## src/rtl/multi_timer.sv

```systemverilog
// Multi-channel MM:SS timer with a shared one-second prescaler.
// One multi_timer_ch per channel; the top muxes the selected channel onto the BCD outputs.

module multi_timer_ch #(
    parameter int ALARM_SEC = 10,
    parameter int MAX_MIN   = 99
) (
    input  logic       clk,
    input  logic       rst,
    input  logic       tick,
    input  logic       sel,
    input  logic       m_inc,
    input  logic       s_inc,
    input  logic       start,
    input  logic       stop,
    input  logic       clear,
    input  logic       up_down,
    output logic [3:0] m_hi,
    output logic [3:0] m_lo,
    output logic [3:0] s_hi,
    output logic [3:0] s_lo,
    output logic       mode_up,
    output logic       run,
    output logic       arm
);
    typedef enum logic [1:0] {IDLE, RUNNING, PAUSED, ALARM} state_e;

    localparam int AW = (ALARM_SEC < 2) ? 1 : $clog2(ALARM_SEC);
    localparam logic [3:0] MAX_HI = 4'(MAX_MIN / 10);
    localparam logic [3:0] MAX_LO = 4'(MAX_MIN % 10);

    state_e        state_q, state_d;
    logic [3:0]    mh_q, mh_d, ml_q, ml_d, sh_q, sh_d, sl_q, sl_d;
    logic          mode_q, mode_d;
    logic [AW-1:0] acnt_q, acnt_d;
    logic [3:0]    inc_mh, inc_ml;
    logic          editable;

    assign editable = (state_q == IDLE) || (state_q == PAUSED);

    // Minute increment shared by M_INC and the count-up carry; wraps past MAX_MIN.
    always_comb begin
        if (mh_q == MAX_HI && ml_q == MAX_LO) begin
            inc_mh = 4'd0;
            inc_ml = 4'd0;
        end else if (ml_q == 4'd9) begin
            inc_mh = mh_q + 4'd1;
            inc_ml = 4'd0;
        end else begin
            inc_mh = mh_q;
            inc_ml = ml_q + 4'd1;
        end
    end

    always_comb begin
        state_d = state_q;
        mh_d    = mh_q;
        ml_d    = ml_q;
        sh_d    = sh_q;
        sl_d    = sl_q;
        mode_d  = mode_q;
        acnt_d  = acnt_q;
        if (sel && clear) begin
            state_d = IDLE;
            mh_d    = 4'd0;
            ml_d    = 4'd0;
            sh_d    = 4'd0;
            sl_d    = 4'd0;
            mode_d  = 1'b0;
            acnt_d  = '0;
        end else if (sel && stop) begin
            state_d = (state_q == RUNNING) ? PAUSED : IDLE;
            acnt_d  = '0;
        end else begin
            if (sel && start) begin
                if (editable && (mode_q || {mh_q, ml_q, sh_q, sl_q} != 16'h0))
                    state_d = RUNNING;
            end else if (sel && up_down) begin
                if (state_q == IDLE) mode_d = ~mode_q;
            end else if (sel && m_inc) begin
                if (editable) begin
                    mh_d = inc_mh;
                    ml_d = inc_ml;
                end
            end else if (sel && s_inc) begin
                if (editable) begin
                    if (sl_q != 4'd9) begin
                        sl_d = sl_q + 4'd1;
                    end else begin
                        sl_d = 4'd0;
                        sh_d = (sh_q == 4'd5) ? 4'd0 : sh_q + 4'd1;
                    end
                end
            end
            // Commands that can coexist with a tick only touch IDLE/PAUSED, so the tick sees state_q.
            if (tick && state_q == RUNNING) begin
                if (mode_q) begin
                    if (sl_q != 4'd9) begin
                        sl_d = sl_q + 4'd1;
                    end else begin
                        sl_d = 4'd0;
                        if (sh_q != 4'd5) begin
                            sh_d = sh_q + 4'd1;
                        end else begin
                            sh_d = 4'd0;
                            mh_d = inc_mh;
                            ml_d = inc_ml;
                        end
                    end
                    if ({mh_d, ml_d, sh_d, sl_d} == {MAX_HI, MAX_LO, 4'd5, 4'd9}) begin
                        state_d = ALARM;
                        acnt_d  = '0;
                    end
                end else begin
                    if (sl_q != 4'd0) begin
                        sl_d = sl_q - 4'd1;
                    end else begin
                        sl_d = 4'd9;
                        if (sh_q != 4'd0) begin
                            sh_d = sh_q - 4'd1;
                        end else begin
                            sh_d = 4'd5;
                            if (ml_q != 4'd0) begin
                                ml_d = ml_q - 4'd1;
                            end else begin
                                ml_d = 4'd9;
                                mh_d = mh_q - 4'd1;
                            end
                        end
                    end
                    if ({mh_d, ml_d, sh_d, sl_d} == 16'h0) begin
                        state_d = ALARM;
                        acnt_d  = '0;
                    end
                end
            end else if (tick && state_q == ALARM) begin
                if (int'(acnt_q) + 1 >= ALARM_SEC) begin
                    state_d = IDLE;
                    acnt_d  = '0;
                end else begin
                    acnt_d = acnt_q + 1'b1;
                end
            end
        end
    end

    always_ff @(posedge clk or posedge rst) begin
        if (rst) begin
            state_q <= IDLE;
            mh_q    <= 4'd0;
            ml_q    <= 4'd0;
            sh_q    <= 4'd0;
            sl_q    <= 4'd0;
            mode_q  <= 1'b0;
            acnt_q  <= '0;
        end else begin
            state_q <= state_d;
            mh_q    <= mh_d;
            ml_q    <= ml_d;
            sh_q    <= sh_d;
            sl_q    <= sl_d;
            mode_q  <= mode_d;
            acnt_q  <= acnt_d;
        end
    end

    assign m_hi    = mh_q;
    assign m_lo    = ml_q;
    assign s_hi    = sh_q;
    assign s_lo    = sl_q;
    assign mode_up = mode_q;
    assign run     = (state_q == RUNNING);
    assign arm     = (state_q == ALARM);
endmodule

module multi_timer #(
    parameter int CHANNELS  = 2,
    parameter int TICK_DIV  = 244140,
    parameter int ALARM_SEC = 10,
    parameter int MAX_MIN   = 99
) (
    input  logic                CLK,
    input  logic                RES,
    input  logic [1:0]          CH_SEL,
    input  logic                M_INC,
    input  logic                S_INC,
    input  logic                START,
    input  logic                STOP,
    input  logic                CLEAR,
    input  logic                UP_DOWN,
    output logic [3:0]          M_HI,
    output logic [3:0]          M_LO,
    output logic [3:0]          S_HI,
    output logic [3:0]          S_LO,
    output logic [CHANNELS-1:0] RUN,
    output logic [CHANNELS-1:0] ARM,
    output logic                ARM_ANY,
    output logic                MODE_UP,
    output logic                TICK
);
    localparam int PW = (TICK_DIV < 2) ? 1 : $clog2(TICK_DIV);

    logic [PW-1:0] div_q, div_d;
    logic          tick_q, tick_d;

    logic [CHANNELS-1:0][3:0] ch_mh, ch_ml, ch_sh, ch_sl;
    logic [CHANNELS-1:0]      ch_mode;

    // Free-running prescaler: START never resyncs it, so the first tick after START is up to one second away.
    always_comb begin
        tick_d = (div_q == PW'(TICK_DIV - 1));
        div_d  = tick_d ? '0 : div_q + 1'b1;
    end

    always_ff @(posedge CLK or posedge RES) begin
        if (RES) begin
            div_q  <= '0;
            tick_q <= 1'b0;
        end else begin
            div_q  <= div_d;
            tick_q <= tick_d;
        end
    end

    for (genvar i = 0; i < CHANNELS; i++) begin : g_ch
        multi_timer_ch #(
            .ALARM_SEC (ALARM_SEC),
            .MAX_MIN   (MAX_MIN)
        ) u_ch (
            .clk     (CLK),
            .rst     (RES),
            .tick    (tick_q),
            .sel     (CH_SEL == 2'(i)),
            .m_inc   (M_INC),
            .s_inc   (S_INC),
            .start   (START),
            .stop    (STOP),
            .clear   (CLEAR),
            .up_down (UP_DOWN),
            .m_hi    (ch_mh[i]),
            .m_lo    (ch_ml[i]),
            .s_hi    (ch_sh[i]),
            .s_lo    (ch_sl[i]),
            .mode_up (ch_mode[i]),
            .run     (RUN[i]),
            .arm     (ARM[i])
        );
    end

    always_comb begin
        M_HI    = 4'd0;
        M_LO    = 4'd0;
        S_HI    = 4'd0;
        S_LO    = 4'd0;
        MODE_UP = 1'b0;
        for (int c = 0; c < CHANNELS; c++) begin
            if (CH_SEL == 2'(c)) begin
                M_HI    = ch_mh[c];
                M_LO    = ch_ml[c];
                S_HI    = ch_sh[c];
                S_LO    = ch_sl[c];
                MODE_UP = ch_mode[c];
            end
        end
    end

    assign ARM_ANY = |ARM;
    assign TICK    = tick_q;
endmodule

```

## config.mk

```make
export PLATFORM = sky130hd
export DESIGN_NAME = multi_timer
export DESIGN_NICKNAME = d
export VERILOG_FILES = /design/src/rtl/multi_timer.sv
export SDC_FILE = /design/constraint.sdc
export NUM_CORES = 1
export LEC_CHECK = 0
export CAP_MARGIN = 20
export CORE_ASPECT_RATIO = 1.5
export CORE_UTILIZATION = 25
export CTS_CLUSTER_DIAMETER = 100
export CTS_CLUSTER_SIZE = 10
export DETAILED_ROUTE_END_ITERATION = 8
export HOLD_SLACK_MARGIN = 0.02
export PLACE_DENSITY_LB_ADDON = 0.08
export SYNTH_ARGS = -nofsm -noshare
export SYNTH_HDL_FRONTEND = slang
export SYNTH_SLANG_ARGS = --single-unit
```

## constraint.sdc

```tcl
create_clock -name CLK -period 5.6 [get_ports CLK]
set_input_delay 0.84 -clock CLK [delete_from_list [all_inputs] [get_ports CLK]]
set_output_delay 0.84 -clock CLK [all_outputs]
set_load 0.02 [all_outputs]
```

* Word level (Yosys, flattened, before mapping) *
Cells that the tools add are included.

storage, ports and cells
  register bits after elaboration = 65
  input bits = 10
  word-level logic and storage cells = 364
  output and inout bits = 23

operators by class
  eq/ne operators = 34
  muxes and demuxes = 235
  reductions and logical operators = 54
  bitwise operators = 2
  order comparisons = 2
  $add $sub $neg = 21

operators with widths
  kind                   number
  $mux 4                 200
  $ge 32x5->1 const B    2
  $mux 2                 22
  $add 4x1->4 const B    10
  $eq 16x16->1 const B   2
  $logic_not 16->1       2
  $reduce_bool 16->1     2
  $reduce_bool 4->1      8
  $sub 4x1->4 const B    8
  $logic_and 1x1->1      20
  $add 18x1->18 const B  1
  $eq 18x18->1 const B   1
  $mux 18                1
  $ne 3x2->1 const B     6
  $eq 4x4->1 const B     4
  $mux 1                 12
  $reduce_and 6->1       2
  $reduce_bool 3->1      4
  $add 4x1->5 const B    2
  $ne 5x2->1 const B     2
  $ne 5x5->1 const B     2
  $eq 2x2->1 const B     4
  $eq 4x3->1 const B     2
  $ne 2x1->1 const B     4
  10 further kinds       25

* Depth between registers and ports, before layout *
  depth in word-level cells = 20
  gate-level depth with buffers = 12
  depth with buffers taken out = 10

* Cells and area by module *
A second synthesis with hierarchy kept.

second synthesis, totals
  cells, all modules = 890
  area total of the unflattened synthesis = 6,735.2 µm²

by module, submodules not included
  module                          times used  area an instance (µm²)  seq. area each (µm²)  cells an instance
  multi_timer_ch at g_ch[1].u_ch  1           2,819.0                 575.6                 377
  multi_timer_ch at g_ch[0].u_ch  1           2,727.6                 575.6                 383
  multi_timer                     1           1,188.6                 475.5                 130

* Worst setup path after synthesis *
No wires, ideal clock.

  path type = input to register
  start point = input port CH_SEL[1]
  end point = register g_ch[1].u_ch.acnt_q[3]
  path buffers = 2
  data arrival time = 3.122 ns
  library setup time = 0.127 ns
  stages = 10
  data required time = 5.473 ns
  setup slack = 2.352 ns
  path through = clkbuf_1 or3b_2 buf_2 nor3_2 mux2i_1 nor4bb_1 nand4_1 o31a_1 o211ai_1 o21ai_1

between the ends
  cells in the longest elaborated chain, start to end = 15
  elaborated cells on any way between the ends = 60
  classes of those cells = eq/ne: 4; mux: 47; reduce/logical: 9

RTL lines
  element                            RTL line  source
  start: declaration                 184       input logic [1:0] CH_SEL,
  $eq 2x1->1 (*)                     233       .sel (CH_SEL == 2'(i)),
  $logic_and 1x1->1                  80        end else if (sel && m_inc) begin
  $mux 4                             80
  $mux 4                             78        end else if (sel && up_down) begin
  $mux 4                             75        if (sel && start) begin
  $mux 4                             123       if (ml_q != 4'd0) begin
  $mux 4                             119       if (sh_q != 4'd0) begin
  $mux 4                             115       if (sl_q != 4'd0) begin
  $mux 4                             97        if (mode_q) begin
  $mux 4                             96        if (tick && state_q == RUNNING) begin
  $mux 4                             71        end else if (sel && stop) begin
  $mux 4                             63        if (sel && clear) begin
  $logic_not 16->1                   131       if ({mh_d, ml_d, sh_d, sl_d} == 16'h0) begin
  $ne 5x2->1 (no source line)        --
  $reduce_and 3->1 (no source line)  --
  end signal: assignment             163       acnt_q <= acnt_d;
  end: declaration                   35        logic [AW-1:0] acnt_q, acnt_d;

Every way passes the cells marked *; elsewhere a longest branch is shown, timed or not. The select of a mux whose other input is x is not followed.
A chain may end at the register's enable or synchronous reset.

* Worst setup path after layout *
  start point = input port CH_SEL[0]
  end point = register g_ch[1].u_ch.acnt_q[3]

Same word-level chain as after synthesis.

==> key figures <==
Finish
  • Nets: 920
  • N_diodes: 0
  • Layout cell share with drive strength beyond 1: 7.22%
  • Area growth syn-to-layout: 13.1%
  • Filler cells: 2966
  • Final core occ: about 29%

Timing
  • Final setup fails: 0
  • Unrepaired setup endpoints after global routing: no
  • Max Clock Freq: between 200 and 300 MHz
  • Clock Skew: about 0.0094 ns
  • Fin crit period: 3.87 ns
  • Final hold violation count: 0
  • Hold_ws: 0.497 ns
  • Total negative slack: 0 ns
  • Max-Slew Margin vs Limit: a little under a third
  • Worst-Margin Slew: just over 1 ns
  • Max-slew violations: 0
  • Final worst-path cycle share: ~69%
  • Final worst slack: 1.73 ns

Global routing
  • Pin count of the biggest net entering global routing: 66
  • Gr usage total: 20.0%
  • First-pass GRT wire length: 41200 microns
  • Total grt overflow: 0
  • Initial antenna violation count: 0
  • Vias in the first global route: approximately 7000

Clock network
  • Clk sinks: 65
  • CTS Buf Count: 9
  • CTS tree: done
  • Post-CTS Hold Buffers: 0
  • Resize count post-CTS: 0
  • H-Tree Depth: 3
  • Clock latency on the worst-skew pair: 0.38 ns
  • Post-CTS setup buffers: 0
  • Clock root buffer: clkbuf_16
  • Clk pin slew, worst setup/hold paths: 0.06 ns
  • CTS max path bufs: 2

Worst setup path
  • Reg2Reg Setup Slack: 2.06 ns
  • Worst R2R Path Depth: 10
  • Worst EP arrival: 4.12 ns
  • Required @ worst endpoint: 5.85 ns
  • Reg2reg end: g_ch[0].u_ch.acnt_q[0]$_DFFE_PP0P_
  • CP Max Fanout: 11
  • CP Capture Type: flip-flop
  • R2r startpoint: g_ch[0].u_ch.s_hi[0]$_DFFE_PP0N_
  • Crit path capture: g_ch[1].u_ch.acnt_q[3]$_DFFE_PP0P_
  • Kind of critical path: input pin to flip-flop
  • CP Launch Type: input pin
  • CP startpoint: CH_SEL[0]

Die
  • Die Y-Extent: 203 microns
  • Die Area: 27500 sq um
  • Num rows: 73
  • Ports: 33
  • Die width: 136 microns
  • Initial Utilization: around a quarter
  • Core box area: 26500 sq um

Synthesis
  • Count of cell types in the netlist: 85
  • Post-synthesis sequential area ratio: 24.2%
  • Number of synthesized flops with an enable pin: 0
  • Most frequent cell after synthesis: nor2_1
  • Post-synth top cells: nor2_1 (94), nand2_1 (82), o21ai_0 (71)
  • Dominant cell type by area after synthesis: dfrtp_1
  • Synth top area share: 24.2%
  • Top area cells in the synthesized netlist: dfrtp_1 (24%), ha_1 (5.4%), o21ai_0 (5.3%)
  • Synth warn: 0
  • Post-Synthesis Cells: 894
  • Synth Flop Type: dfrtp_1
  • Mapped Nets: 933
  • Seq cells post-synth: 65
  • Post-synthesis async set-or-reset flop share: between 90% and 100%
  • Synth Cell Area: about 6700 sq um
  • Syn avg cell area: about 7.5 sq um

Route
  • Vias per inst: 5.65
  • WL final: about 27000 microns
  • Starting DRC count in detailed routing: 432
  • First-pass iteration count of the detailed router: 5
  • Post-DRT Antenna Nets: 0
  • Via count: around 6900
  • WL per Instance: 21.7 microns
  • DRC errors left: 0

Power and ir drop
  • Cell Pwr Density: between 200 and 250 nW/um^2
  • Leakage Power: 2.88 nW
  • Maximum vdd drop: 0.176 mV

Status
  • Status: complete, no violations

Place
  • RePlAce Congestion: roughly 0.86
  • DP HPWL: 19500 microns
  • Dpl ws: about 1.3 ns
  • Port buffer count: 32

Job
  • Max Cap Violations: 0

Hold path
  • Hold path cells: 1
  • Hold Path Class: flip-flop to flip-flop
==> placed cells by master (no fill, tap or decap), types with 5 or more instances in the layout <==
cell type / n
a211oi_1: 10
a21boi_0: 6
a21o_1: 8
a21oi_1: 58
a221oi_1: 5
a22o_1: 5
a22oi_1: 7
a311oi_1: 5
a31oi_1: 12
and2_1: 11
and3_1: 11
and3b_1: 5
buf_4: 13
clkbuf_16: 9
clkdlybuf4s50_1: 32
dfrtp_1: 65
ha_1: 29
inv_1: 28
mux2i_1: 30
nand2_1: 82
nand2b_1: 6
nand3_1: 34
nand3b_1: 10
nand4_1: 12
nor2_1: 94
nor2b_1: 9
nor3_1: 29
nor3b_1: 5
nor4_1: 9
nor4b_1: 5
o211ai_1: 12
o21ai_0: 71
o221ai_1: 8
o22ai_1: 10
o31ai_1: 12
or2_2: 6
or3_1: 10
xnor2_1: 12
xor2_1: 11
==> where the power goes <==
part	internal, W	switching [W]
sequential	0.000496	0.0000795
combinational	0.000151	0.000259
clock	0.000354	0.000285
==> state kept, by name, summed over array words and instances (netlist names) <==
register and count:
div_q 18, g_ch.u_ch.acnt_q 8, g_ch.u_ch.m_hi 8, g_ch.u_ch.m_lo 8, g_ch.u_ch.s_hi 8, g_ch.u_ch.s_lo 8
g_ch.u_ch.state_q 4, g_ch.u_ch.mode_up 2, TICK 1
==> logic make-up after synthesis <==
| group | Yosys count | share of synthesized area, % |
|---|---|---|
| AND/OR/NAND/NOR | 369 | 29.3 |
| buffers and inverters | 99 | 5.89 |
| AO/OA/AOI/OAI | 274 | 26.8 |
| multiplexers | 35 | 5.37 |
| flip-flops | 65 | 24.2 |
| XOR/XNOR | 23 | 3.00 |
| adder cells (fa/ha/maj) | 29 | 5.41 |
==> stage by stage <==
| step | total power [W] | instances | instance area (sq um) |
|---|---|---|---|
| 6_report | 0.00162 | 1223 | 7590 |
| 5_1_grt | 0.00171 | 1223 | 7590 |
| 4_1_cts | 0.00165 | 1223 | 7590 |
| 3_5_place_dp | 0.000997 | 1207 | 7280 |
| 3_3_place_gp | 0.000998 | 1206 | 7270 |
| 2_1_floorplan | 0.000854 | 894 | 6710 |
==> per-layer routing <==
| layer | track usage [%] | share of wire [%] | vias to the layer above |
|---|---|---|---|
| met1 | 22.0 | 40 | 3377 |
| met2 | 36.1 | 52 | 170 |
| li1 | - | - | 3294 |
| met5 | 0 | 0 | - |
| met4 | 12.0 | 5.1 | 0 |
| met3 | 2.45 | 3.1 | 68 |
==> worst min-delay path by stage <==
stage,endpoint,from,slack (ns)
final,div_q[14]$_DFF_PP0_,div_q[14]$_DFF_PP0_,0.50
after global routing,div_q[14]$_DFF_PP0_,div_q[14]$_DFF_PP0_,0.51
after CTS,div_q[14]$_DFF_PP0_,div_q[14]$_DFF_PP0_,0.50
after detailed placement,div_q[14]$_DFF_PP0_,div_q[14]$_DFF_PP0_,0.48
after global placement,div_q[14]$_DFF_PP0_,div_q[14]$_DFF_PP0_,0.49
after floorplan,div_q[14]$_DFF_PP0_,div_q[14]$_DFF_PP0_,0.46
==> worst max-delay path: stages <==
cell and delay [ns]:
clkdlybuf4s50_1 0.72, or3b_2 0.63, nor3_2 0.38, mux2i_1 0.32, nor4bb_1 0.39, nand4_1 0.21, o31a_1 0.36, o211ai_1 0.19
o21ai_1 0.08
==> layout make-up <==
type                            count  area [sq um]  area share, %
Clock buffer                        9           225           2.97
Clock inverter                      7          83.8           1.10
Inverter                           29           110           1.45
Multi-Input combinational cell    730          4700           61.9
Sequential cell                    65          1630           21.4
Tap cell                          337           422           5.55
Timing Repair Buffer               46           429           5.65
No activity file was read; power rests on OpenSTA's default activity.
